**src/rtl/midi_pkg.sv**
```systemverilog
// Shared FSM state type, status-byte constants and data-length decode for midi_msg_parser.
package midi_pkg;

    typedef enum logic [1:0] {
        ST_IDLE    = 2'd0,
        ST_WAIT_D1 = 2'd1,
        ST_WAIT_D2 = 2'd2,
        ST_SYSEX   = 2'd3
    } midi_state_e;

    localparam logic [7:0] MIDI_SYSEX_START = 8'hF0;
    localparam logic [7:0] MIDI_TUNE_REQ    = 8'hF6;
    localparam logic [7:0] MIDI_SYSEX_END   = 8'hF7;
    localparam logic [7:0] MIDI_RT_MIN      = 8'hF8;

    function automatic logic [1:0] midi_data_len(input logic [7:0] status);
        logic [1:0] len_s;
        case (status[7:4])
            4'h8, 4'h9, 4'hA, 4'hB, 4'hE: len_s = 2'd2;
            4'hC, 4'hD:                   len_s = 2'd1;
            4'hF: begin
                case (status[3:0])
                    4'h2:       len_s = 2'd2;
                    4'h1, 4'h3: len_s = 2'd1;
                    default:    len_s = 2'd0;
                endcase
            end
            default: len_s = 2'd0;
        endcase
        return len_s;
    endfunction

endpackage

```
**src/rtl/midi_timeout.sv**
```systemverilog
// Idle-abort down-counter: reloads on clear, counts down while enabled, flags expiry at zero.
module midi_timeout #(
    parameter int TIMEOUT_CYCLES = 80_000
) (
    input  logic clock,
    input  logic reset,
    input  logic clear,
    input  logic enable,
    output logic expired
);

    localparam int CNT_W = (TIMEOUT_CYCLES > 1) ? $clog2(TIMEOUT_CYCLES) : 1;
    localparam logic [CNT_W-1:0] LOAD_VAL = CNT_W'(TIMEOUT_CYCLES - 1);

    logic [CNT_W-1:0] count_r;

    // Counter saturates at zero so a deferred expiry stays pending.
    always_ff @(posedge clock or posedge reset) begin
        if (reset) begin
            count_r <= {CNT_W{1'b0}};
        end else if (clear) begin
            count_r <= LOAD_VAL;
        end else if (enable && (count_r != {CNT_W{1'b0}})) begin
            count_r <= count_r - CNT_W'(1);
        end else begin
            count_r <= count_r;
        end
    end

    assign expired = (count_r == {CNT_W{1'b0}});

endmodule

```
**src/rtl/midi_msg_parser.sv**
```systemverilog
// Frames a MIDI byte stream into channel, system-common and real-time messages.
// Define MIDI_RUNNING_STATUS_EN to keep channel status across messages (running status).
module midi_msg_parser
    import midi_pkg::*;
#(
    parameter int TIMEOUT_CYCLES = 80_000
) (
    input  logic       clock,
    input  logic       reset,
    input  logic       byte_valid,
    input  logic [7:0] byte_in,
    output logic       msg_valid,
    output logic [7:0] msg_status,
    output logic [6:0] msg_data1,
    output logic [6:0] msg_data2,
    output logic [1:0] msg_len,
    output logic       msg_error
);

    midi_state_e state_r, state_s, done_state_s;
    logic [7:0]  status_r, status_s;
    logic [6:0]  data1_r, data1_s;
    logic        run_hold_s;
    logic        is_rt_s, timed_s, timer_en_s, timer_clr_s, expired_s, timeout_s;

    logic        valid_r, valid_s, error_r, error_s;
    logic [7:0]  ostatus_r, ostatus_s;
    logic [6:0]  od1_r, od1_s, od2_r, od2_s;
    logic [1:0]  olen_r, olen_s;

    assign is_rt_s     = (byte_in >= MIDI_RT_MIN);
    assign timed_s     = (state_r == ST_WAIT_D2) ||
                         ((state_r == ST_WAIT_D1) && (status_r[7:4] == 4'hF));
    // Real-time bytes neither clear nor advance the timer.
    assign timer_clr_s = byte_valid && !is_rt_s;
    assign timer_en_s  = timed_s && !byte_valid;
    assign timeout_s   = timer_en_s && expired_s;
    assign done_state_s = run_hold_s ? ST_WAIT_D1 : ST_IDLE;

    midi_timeout #(
        .TIMEOUT_CYCLES(TIMEOUT_CYCLES)
    ) u_timeout (
        .clock  (clock),
        .reset  (reset),
        .clear  (timer_clr_s),
        .enable (timer_en_s),
        .expired(expired_s)
    );

`ifdef MIDI_RUNNING_STATUS_EN
    logic run_valid_r, run_valid_s;
    assign run_hold_s = run_valid_r;

    // Running status is armed by channel status and dropped by any system status.
    always_comb begin
        run_valid_s = run_valid_r;
        if (byte_valid && byte_in[7] && !is_rt_s) begin
            run_valid_s = (byte_in < MIDI_SYSEX_START);
        end else begin
            run_valid_s = run_valid_r;
        end
    end

    // Running-status flag register.
    always_ff @(posedge clock or posedge reset) begin
        if (reset) begin
            run_valid_r <= 1'b0;
        end else begin
            run_valid_r <= run_valid_s;
        end
    end
`else
    assign run_hold_s = 1'b0;
`endif

    // Next-state and next-output decode for one incoming byte or a timeout.
    always_comb begin
        state_s   = state_r;
        status_s  = status_r;
        data1_s   = data1_r;
        valid_s   = 1'b0;
        error_s   = 1'b0;
        ostatus_s = ostatus_r;
        od1_s     = od1_r;
        od2_s     = od2_r;
        olen_s    = olen_r;

        if (byte_valid && is_rt_s) begin
            valid_s   = 1'b1;
            ostatus_s = byte_in;
            od1_s     = 7'h00;
            od2_s     = 7'h00;
            olen_s    = 2'd0;
        end else if (byte_valid && byte_in[7]) begin
            if (byte_in < MIDI_SYSEX_START) begin
                status_s = byte_in;
                state_s  = ST_WAIT_D1;
            end else begin
                case (byte_in)
                    MIDI_SYSEX_START: state_s = ST_SYSEX;
                    8'hF1, 8'hF2, 8'hF3: begin
                        status_s = byte_in;
                        state_s  = ST_WAIT_D1;
                    end
                    MIDI_TUNE_REQ: begin
                        valid_s   = 1'b1;
                        ostatus_s = byte_in;
                        od1_s     = 7'h00;
                        od2_s     = 7'h00;
                        olen_s    = 2'd0;
                        state_s   = ST_IDLE;
                    end
                    8'hF4, 8'hF5, MIDI_SYSEX_END: state_s = ST_IDLE;
                    default: state_s = ST_IDLE;
                endcase
            end
        end else if (byte_valid) begin
            case (state_r)
                ST_IDLE: error_s = 1'b1;
                ST_WAIT_D1: begin
                    if (midi_data_len(status_r) == 2'd1) begin
                        valid_s   = 1'b1;
                        ostatus_s = status_r;
                        od1_s     = byte_in[6:0];
                        od2_s     = 7'h00;
                        olen_s    = 2'd1;
                        state_s   = done_state_s;
                    end else if (midi_data_len(status_r) == 2'd2) begin
                        data1_s = byte_in[6:0];
                        state_s = ST_WAIT_D2;
                    end else begin
                        state_s = ST_IDLE;
                    end
                end
                ST_WAIT_D2: begin
                    valid_s   = 1'b1;
                    ostatus_s = status_r;
                    od1_s     = data1_r;
                    od2_s     = byte_in[6:0];
                    olen_s    = 2'd2;
                    state_s   = done_state_s;
                end
                ST_SYSEX: state_s = ST_SYSEX;
                default:  state_s = ST_IDLE;
            endcase
        end else if (timeout_s) begin
            error_s = 1'b1;
            state_s = done_state_s;
        end else begin
            state_s = state_r;
        end
    end

    // FSM, partial-message and registered output state.
    always_ff @(posedge clock or posedge reset) begin
        if (reset) begin
            state_r   <= ST_IDLE;
            status_r  <= 8'h00;
            data1_r   <= 7'h00;
            valid_r   <= 1'b0;
            error_r   <= 1'b0;
            ostatus_r <= 8'h00;
            od1_r     <= 7'h00;
            od2_r     <= 7'h00;
            olen_r    <= 2'd0;
        end else begin
            state_r   <= state_s;
            status_r  <= status_s;
            data1_r   <= data1_s;
            valid_r   <= valid_s;
            error_r   <= error_s;
            ostatus_r <= ostatus_s;
            od1_r     <= od1_s;
            od2_r     <= od2_s;
            olen_r    <= olen_s;
        end
    end

    assign msg_valid  = valid_r;
    assign msg_error  = error_r;
    assign msg_status = ostatus_r;
    assign msg_data1  = od1_r;
    assign msg_data2  = od2_r;
    assign msg_len    = olen_r;

endmodule

```
**config.mk**
```make
export PLATFORM = sky130hd
export DESIGN_NAME = midi_msg_parser
export DESIGN_NICKNAME = d
export VERILOG_FILES = /design/src/rtl/midi_pkg.sv /design/src/rtl/midi_timeout.sv /design/src/rtl/midi_msg_parser.sv
export SDC_FILE = /design/constraint.sdc
export NUM_CORES = 1
export LEC_CHECK = 0
export ABC_AREA = 1
export CAP_MARGIN = 20
export CORE_UTILIZATION = 45
export CTS_CLUSTER_SIZE = 10
export DETAILED_ROUTE_END_ITERATION = 7
export PLACE_DENSITY = 0.72
export SLEW_MARGIN = 0
export SYNTH_ARGS = -nofsm -noshare
export SYNTH_HDL_FRONTEND = slang
export SYNTH_SLANG_ARGS = --single-unit
```
**constraint.sdc**
```tcl
create_clock -name clock -period 1.6 [get_ports clock]
set_input_delay 0.16 -clock clock [delete_from_list [all_inputs] [get_ports clock]]
set_output_delay 0.16 -clock clock [all_outputs]
set_load 0.05 [all_outputs]
```
---- Word-level counts from Yosys, hierarchy flattened ----
Cells that the tools add are included.
storage, ports and cells
  bits in registers ....................... 60
  latch bits .............................. 0
  memory bits (writable) .................. 0
  memory bits (read-only) ................. 0
  input port bits ......................... 11
  output and inout port bits .............. 26
  word-level logic and storage cells ...... 128
  memories ................................ 0
cells by class
  add/subtract/negate cells ............... 1
  multipliers ............................. 0
  divide/modulo/power cells ............... 0
  $lt $le $gt $ge ......................... 2
  equal/unequal tests ..................... 25
  shift operators ......................... 0
  multiplexer cells ....................... 61
  bitwise logic cells ..................... 3
  reduce and logical (&&, ||, !) cells .... 26
operators with widths
  operator                                             number
  two-way mux 7 bit                                    10
  two-way mux 8 bit                                    8
  two-way mux 2 bit                                    21
  equality test 8 bit, second input constant           5
  two-way mux 17 bit                                   2
  equality test 4 bit, second input constant           8
  one-hot mux 7 bit (2 select lines)                   2
  logical NOT 17 bit                                   1
  nonzero test 17 bit                                  1
  subtractor 17 x 1 -> 17 bit, second input constant   1
  one-hot mux 8 bit (2 select lines)                   1
  one-hot mux 2 bit (2 select lines)                   3
  one-hot mux 2 bit (3 select lines)                   2
  two-way mux 1 bit                                    11
  equality test 4 x 2 -> 1 bit, second input constant  2
  >= comparator 8 bit, second input constant           1
  less-than comparator 8 bit, second input constant    1
  logical AND 1 bit                                    7
  equality test 2 bit, second input constant           3
  AND reduction 3 bit                                  2
  AND reduction 6 bit                                  1
  nonzero test 3 bit                                   2
  != test 5 x 1 -> 1 bit, second input constant        1
  AND reduction 5 bit                                  1
  other kinds (15)                                     21

---- Depth between registers and ports, before layout ----
Gate-level depths: netlist of the first run.
  depth after elaboration ................. 20
  gate-level depth with buffers ........... 11
  mapped depth without buffers ............ 11

---- Hierarchy ----
From an unflattened synthesis of the first run, not the netlist that was laid out.
second synthesis, totals
  cell total of the unflattened synthesis .. 479
  area total of the unflattened synthesis .. 3,530.9 um^2
by module, submodules not included
  module           times used  cells an instance  area an instance (um^2)  seq. area each (um^2)
  midi_msg_parser  1           295                2,290.9                  1,076.0
  midi_timeout     1           184                1,239.9                  425.4

---- Worst setup path before layout of the first run ----
Ideal clock, no wire load.
  path type ............................... flip-flop to flip-flop
  from .................................... reg u_timeout.count_r[0]
  to ...................................... reg u_timeout.count_r[0]
  library setup time ...................... 0.120 ns
  data arrival time ....................... 1.506 ns
  data required time ...................... 1.480 ns
  path slack .............................. -0.026 ns
  stages on the path, launching flop included .. 11
  buffers on the path ..................... 1
  clock period less this slack ............ 1.626 ns
  path through ............................ dfrtp_1 > inv_1 > ha_1 > nand2_2 > nor2_4 > nand3_4 > nand2_2 > nand2_4 > buf_6 > o21ai_1 > nand2_1
on the way
  longest elaborated chain between the ends .. 3
  elaborated cells between the ends (all ways) .. 6
  classes of those cells .................. add/sub (1); mux (2); reduce/logical (3)
ends and longest elaborated chain
  element                                                                    line                                    source
  from (decl)                                                                midi_timeout.sv:15                      logic [CNT_W-1:0] count_r;
  from (signal assigned)                                                     midi_timeout.sv:20                      count_r <= {CNT_W{1'b0}};
  from (signal assigned)                                                     midi_timeout.sv:24                      count_r <= count_r - CNT_W'(1);
  from (signal assigned)                                                     midi_timeout.sv:26                      count_r <= count_r;
  subtractor 17 x 1 -> 17 bit / nonzero test 17 bit (equally long branches)  midi_timeout.sv:24, midi_timeout.sv:23
  two-way mux 17 bit / logical AND 1 bit (equally long branches)             midi_timeout.sv:23                      end else if (enable && (count_r != {CNT_W{1'b0}})) begin
  two-way mux 17 bit / nonzero test 2 bit (equally long branches)            -
Parallel ways exist; a longest one is shown, timed or not. The select of a mux whose other input is x is not followed.
A chain may end at the register's enable or synchronous reset.

---- Worst setup path in the final report of the first run ----
  from .................................... reg state_r[0]
  to ...................................... reg u_timeout.count_r[16]
on the way
  longest elaborated chain between the ends .. 6
  elaborated cells between the ends (all ways) .. 7
  classes of those cells .................. eq/ne (2); reduce/logical (5)
ends and longest elaborated chain
  element                         line                    source
  from (decl)                     midi_msg_parser.sv:20   midi_state_e state_r, state_s, done_state_s;
  from (signal assigned)          midi_msg_parser.sv:167  state_r <= state_s;
  equality test 2 x 1 -> 1 bit    midi_msg_parser.sv:33   ((state_r == ST_WAIT_D1) && (status_r[7:4] == 4'hF));
  logical AND 1 bit               midi_msg_parser.sv:33
  logical OR 1 bit *              midi_msg_parser.sv:32   assign timed_s = (state_r == ST_WAIT_D2) ||
  logical AND 1 bit *             midi_msg_parser.sv:36   assign timer_en_s = timed_s && !byte_valid;
  logical AND 1 bit *             midi_timeout.sv:23
  nonzero test 2 bit (no line) *  -
Mark *: on every way between the ends. The rest lies on a longest branch, timed or not.

==> results of run 1 <==
[power groups by stage]
stage                     sequential [W]  combinational, W  clock (W)
after global placement           0.00205           0.00197          0
final                            0.00204           0.00214    0.00135
after floorplan                  0.00268          0.000733          0
after detailed placement         0.00205           0.00202          0
after global routing             0.00208           0.00230    0.00145
after CTS                        0.00203           0.00204    0.00137
[flip-flops by register name, indices dropped and copies added, names as in the netlist]
name / count
msg_len: 2
data1_r: 7
msg_error: 1
state_r: 2
status_r: 8
u_timeout.count_r: 17
msg_valid: 1
msg_data2: 7
msg_data1: 7
msg_status: 8
[cells in the final DEF, fill, tap and decap left out, types with 2 or more instances in the layout]
master,instances
nand2_1,150
buf_4,67
dfrtp_1,58
nor2_1,39
inv_1,34
nand4_1,28
nand3_1,27
o21ai_0,18
a21oi_1,17
o21ai_1,10
clkdlybuf4s50_1,10
clkbuf_8,9
nor3_1,8
buf_12,7
nor2_4,6
inv_2,5
nand2_4,4
nor2_2,3
nand2_2,3
xor2_1,3
clkinvlp_4,3
ha_4,3
nand3_4,2
nand3_2,2
inv_4,2
a31oi_1,2
ha_1,2
clkinv_2,2
buf_6,2
dfrtp_2,2
[routing by layer]
layer | up-vias | share of wire [%] | wire, um
met2 | 120 | 45 | 4010
met3 | 18 | 6.4 | 574
met4 | 0 | 2.4 | 214
li1 | 1653 | - | -
met5 | - | 0 | 0
met1 | 1605 | 46 | 4160
[metrics by stage]
stage | power, W | worst slack, ns | instances
after detailed placement | 0.00407 | -0.210 | 621
final | 0.00552 | 0.0507 | 642
after CTS | 0.00545 | 0.000737 | 637
after global placement | 0.00402 | -0.167 | 621
after global routing | 0.00583 | -0.0179 | 642
after floorplan | 0.00341 | 0.00932 | 460
[worst reg2reg max path: stages (launching register included)]
cell and delay, ns:
dfrtp_2 0.42, inv_4 0.06, ha_4 0.18, nor2_1 0.22, nor2_4 0.08, buf_4 0.14, buf_4 0.15, a31o_2 0.20
nand2_1 0.05
[cell type report]
type                       count  area share (%)
multi-input combinational    338            38.8
clock inverter                 6            1.41
inverter                      42            3.67
tap                           99            2.73
sequential                    60            33.2
clock buffer                  10            2.81
timing repair buffer          87            17.4
[path summary, 6_finish.rpt]
check | startpoint | endpoint | slack (ns) | depth (start not counted)
setup reg to reg | state_r[0] | u_timeout.count_r[16] | 0.05 | 8
hold / removal | reset | u_timeout.count_r[0] | 0.11 | 2
max in group asynchronous | reset | state_r[1] | 1.02 | 3
min in group clock | msg_status[4] | msg_status[4] | 0.48 | 2
hold reg to reg | msg_status[4] | msg_status[4] | 0.48 | 2
setup / recovery | state_r[0] | u_timeout.count_r[16] | 0.05 | 8
[cell families after synthesis]
| group | synth area share, % |
|---|---|
| compound gates | 8.14 |
| fa+ha+maj | 1.80 |
| buf+inv | 8.90 |
| xor+xnor | 1.01 |
| flops | 43.2 |
| simple gates | 36.9 |
[what timing repair did]
item,CTS,global route
setup buffers,0,3
pin swaps,1,5
endpoints found under the setup margin,4,47
cloned,0,2
resized for setup,6,22
hold buffers,0,0
==> results.py, run 1 <==
metrics = {
    "status": {
        "status": "completed",
    },
    "power_and_ir_drop": {
        "ir_worst_vdd_mv": 0.609,
        "power.leakage_nw": 2.30,
        "p_int_w": 0.00328,
        "netSwitchingFraction_pct": 40.6,
        "powerDensity_nw_per_um2": 1220,
        "switchingPower_w": 0.00224,
        "pwr-share-comb_pct": 38.7,
        "pwr-share-seq_pct": 36.9,
        "clock_power_share_pct": 24.4,
    },
    "floorplanning": {
        "rows": 31,
        "dieArea_um2": 8070,
        "die_x_um": 89.8,
        "die_height_um": 89.8,
        "ios": 37,
        "coreArea_um2": 7370,
        "start_util_pct": 47.1,
    },
    "sta": {
        "clock.fmax_ghz": 0.645,
        "rsz0062_at_grt": "yes",
        "slew_headroom_pct": 77.5,
        "finClkSkew_ns": 0.0106,
        "setup_tns_ns": 0,
        "slew_viol_final": 0,
        "period_needed_ns": 1.55,
        "setup_viol": 0,
        "finalHoldViolations": 0,
        "min_period_over_period_pct": 96.8,
        "worst_slew_pin_slew_ns": 0.337,
        "whs_ns": 0.110,
    },
    "detailed_routing": {
        "via_per_inst": 5.29,
        "dr.pass1.iters": 5,
        "drtAntennaViolNets": 0,
        "drt-total-wl_mm": 8.96,
        "drc": 0,
        "wl_per_cell_um": 14.0,
        "drtIter0Drc": 230,
        "vias": 3396,
    },
    "synth": {
        "yosysTopAreaCell": "dfrtp_1",
        "yosys_register_bits": 60,
        "synth_area_per_cell_um2": 7.55,
        "seq_area_frac_synth_pct": 43.2,
        "synthFlopType": "dfrtp_1",
        "synth_area_leaders": "dfrtp_1, nand2_1, nand4_1",
        "synth_top_area_share_pct": 43.2,
        "yosys-top-cells-count": "nand2_1, dfrtp_1, nor2_1, inv_1, nand4_1",
        "synthesis.nets": 476,
        "synthArstFlopShare_pct": 100,
        "synth_cell_type_count": 33,
        "synth_warnings": 0,
        "synth_cells": 460,
        "yosysMostFrequentCell": "nand2_1",
        "synth_area_um2": 3470,
        "synth_enable_flop_cells": 0,
    },
    "grt": {
        "grt-ovfl-total": 0,
        "use_met2_pct": 35.8,
        "met1_usage_pct": 31.0,
        "grt_max_degree": 39,
        "antenna_found_initial": 0,
        "grt_pass1_vias": 3269,
        "gr-usage-met3_pct": 5.75,
        "grt_pass1_wl_mm": 15.0,
        "grt_use_total_pct": 23.2,
        "grt-busiest-layer": "met2",
    },
    "cells_and_area": {
        "finish.utilization_pct": 61.5,
        "multi_input_area_um2": 1760,
        "regArea_um2": 1500,
        "diodes": 0,
        "fillers": 648,
        "drive_gt1_share_pct": 24.5,
        "area_delta_synth_final_pct": 30.6,
        "layout.nets": 554,
        "stdcell_area_um2": 4530,
    },
    "clock_network": {
        "clk_latency_ns": 0.35,
        "cts_tree": "built",
        "ctsLongestPathBuffers": 2,
        "cts_buffers": 9,
        "htree_levels": 3,
        "clock_sinks": 60,
        "path_clk_slew_ns": 0.07,
        "clock-root-buffer": "clkbuf_8",
    },
    "worst_setup_path": {
        "path_delay_family": "flip-flops",
        "cp_common_cell": "buf_4",
        "worstSetupPathType": "reg2reg",
        "endpoint_kind": "flip-flop",
        "slowest_delay_ns": 0.42,
        "startpoint_type": "flip-flop",
        "critPathRequiredTime_ns": 1.88,
        "worstPathMaxFanout": 7,
        "arrival_ns": 1.83,
        "crit_buf_inv": 3,
        "path_cells": "inv_4 > ha_4 > nor2_1 > nor2_4 > buf_4 > buf_4 > a31o_2 > nand2_1",
        "crit_slowest_cell": "dfrtp_2",
    },
    "job": {
        "drv_cap": 0,
    },
    "placed_design": {
        "portBuffers": 36,
        "dp_hpwl_mm": 6.32,
        "gp_congestion": 0.895,
        "place_area_um2": 4190,
    },
    "min_path": {
        "hp-class": "in2async",
    },
}
Note: power is estimated with default switching activity, not from simulation.
==> run 2: changes to the inputs <==
--- a/config.mk
+++ b/config.mk
@@ -10,6 +10,7 @@
 export CORE_UTILIZATION = 45
 export CTS_CLUSTER_SIZE = 10
 export DETAILED_ROUTE_END_ITERATION = 7
+export GPL_ROUTABILITY_DRIVEN = 1
 export PLACE_DENSITY = 0.72
 export SLEW_MARGIN = 0
 export SYNTH_ARGS = -nofsm -noshare
==> results of run 2 <==
No change in the layout: final DEF, timing and power equal those of run 1.
==> run 3: changes to the inputs <==
--- a/config.mk
+++ b/config.mk
@@ -11,7 +11,7 @@
 export CTS_CLUSTER_SIZE = 10
 export DETAILED_ROUTE_END_ITERATION = 7
 export GPL_ROUTABILITY_DRIVEN = 1
-export PLACE_DENSITY = 0.72
+export PLACE_DENSITY = 0.7
 export SLEW_MARGIN = 0
 export SYNTH_ARGS = -nofsm -noshare
 export SYNTH_HDL_FRONTEND = slang
==> constraint.sdc (replaced) <==
create_clock -name clock -period 1.7 [get_ports clock]
set_input_delay 0.17 -clock clock [delete_from_list [all_inputs] [get_ports clock]]
set_output_delay 0.17 -clock clock [all_outputs]
set_load 0.05 [all_outputs]
==> results.py, run 3 (synthesis gave the netlist of run 1 again) <==
metrics = {
    "floorplanning": {
        "ios": 37,
        "die_height_um": 89.8,
        "start_util_pct": 47.1,
        "dieArea_um2": 8070,
        "die_x_um": 89.8,
        "coreArea_um2": 7370,
        "rows": 31,
    },
    "placed_design": {
        "portBuffers": 36,
        "gp_congestion": 0.878,
        "place_area_um2": 4210,
        "dp_hpwl_mm": 6.23,
    },
    "cells_and_area": {
        "drive_gt1_share_pct": 15.9,
        "regArea_um2": 1500,
        "fillers": 640,
        "area_delta_synth_final_pct": 29.6,
        "diodes": 0,
        "finish.utilization_pct": 61.1,
        "top_register": "u_timeout.count_r",
        "stdcell_area_um2": 4500,
        "multi_input_area_um2": 1700,
        "largest_reg_flops": 17,
        "layout_common_cells": "nand2_1, dfrtp_1, nor2_1",
        "layout_commonest_cell": "nand2_1",
        "layout.nets": 544,
    },
    "detailed_routing": {
        "via_per_inst": 5.21,
        "drtIter0Drc": 265,
        "wl_per_cell_um": 13.9,
        "drtAntennaViolNets": 0,
        "drc": 0,
        "dr.pass1.iters": 5,
        "drt-total-wl_mm": 8.78,
        "vias": 3290,
    },
    "status": {
        "status": "completed",
    },
    "grt": {
        "grt_max_degree": 61,
        "antenna_found_initial": 0,
        "grt-ovfl-total": 0,
        "grt_pass1_vias": 3090,
        "grt_pass1_wl_mm": 15.0,
        "grt_use_total_pct": 23.4,
    },
    "worst_setup_path": {
        "crit_buf_inv": 1,
        "path_delay_family": "buffers and inverters",
        "crit_slowest_cell": "clkdlybuf4s50_1",
        "arrival_ns": 1.49,
        "slowest_delay_ns": 0.80,
        "path_cells": "clkdlybuf4s50_1",
        "startpoint_type": "flip-flop",
        "worstPathMaxFanout": 2,
        "critPathRequiredTime_ns": 1.53,
        "endpoint_kind": "output port",
        "worstSetupPathType": "reg2out",
    },
    "power_and_ir_drop": {
        "power.leakage_nw": 2.49,
        "ir_worst_vdd_mv": 0.782,
        "powerDensity_nw_per_um2": 1160,
    },
    "clock_network": {
        "htree_levels": 3,
        "cts_tree": "built",
        "ctsLongestPathBuffers": 2,
        "cts_buffers": 9,
        "clock-root-buffer": "clkbuf_8",
        "clk_latency_ns": 0.35,
        "path_clk_slew_ns": 0.08,
        "clock_sinks": 60,
        "cts_setup_buffers": 0,
    },
    "sta": {
        "worst_slew_pin_slew_ns": 0.516,
        "slew_viol_final": 0,
        "clock.fmax_ghz": 0.601,
        "setup_viol": 0,
        "finalHoldViolations": 0,
        "period_needed_ns": 1.66,
        "whs_ns": 0.199,
        "slew_headroom_pct": 65.6,
        "min_period_over_period_pct": 97.9,
        "finClkSkew_ns": 0.0121,
        "rsz0062_at_grt": "yes",
    },
    "min_path": {
        "hp-class": "in2async",
    },
    "job": {
        "drv_cap": 0,
    },
}
run 3: cell count changes in the layout (fill, tap and decap cells not counted), sizes merged:
cell           change
clkdlybuf4s50      +5
clkinvlp           -2
clkbuf             +1
dlygate4sd2        +1
dlymetal6s2s      +19
buf               -34
run 3: cell type report:
type	instances	area share (%)
Clock buffer	12	3.45
Clock inverter	4	1.06
Inverter	42	3.56
Multi-Input combinational cell	338	37.8
Sequential cell	60	33.4
Tap cell	99	2.75
Timing Repair Buffer	77	18.0
run 3: metrics by stage:
step	total power (W)	TNS (ns)	setup WS, ns	cells
final	0.00522	0	0.0352	632
after global routing	0.00550	-0.0218	-0.0141	632
after CTS	0.00524	0	0.00246	632
after detailed placement	0.00390	-5.32	-0.153	616
after global placement	0.00386	-3.27	-0.0983	616
after floorplan	0.00320	0	0.0453	460
run 3: path summary, 6_finish.rpt:
path                                    start                   end  slack (ns)  cells after the start
worst min register to register  msg_status[4]         msg_status[4]        0.48                      2
max in group asynchronous               reset         msg_status[7]        1.22                      3
min in group clock              msg_status[4]         msg_status[4]        0.48                      2
worst max-delay path             msg_data1[3]          msg_data1[3]        0.04                      1
worst max register to register     state_r[0]            state_r[0]        0.08                      7
worst min-delay path                    reset  u_timeout.count_r[2]        0.20                      3
run 3: layer usage:
metal | global-route usage (%) | part of all wire, % | vias up
li1 | - | - | 1631
met1 | 33.9 | 49 | 1533
met2 | 34.6 | 43 | 115
met3 | 5.33 | 7.1 | 11
met4 | 7.38 | 1.1 | 0
met5 | 0 | 0 | -
run 3: power by group:
group | switching (W) | leakage [nW] | internal (W)
Clock | 0.000583 | 0.102 | 0.000752
Combinational | 0.00129 | 1.65 | 0.000681
Sequential | 0.000182 | 0.734 | 0.00173
run 3: worst min-delay path, delay by kind of cell:
family	cells	cell delay (ns)
buf+inv	3	0.77
run 3: repair_timing:
item | in CTS | in global routing
hold buffers | 0 | 0
resized for setup | 1 | 26
pin swaps | 0 | 2
endpoints found under the setup margin | 1 | 39
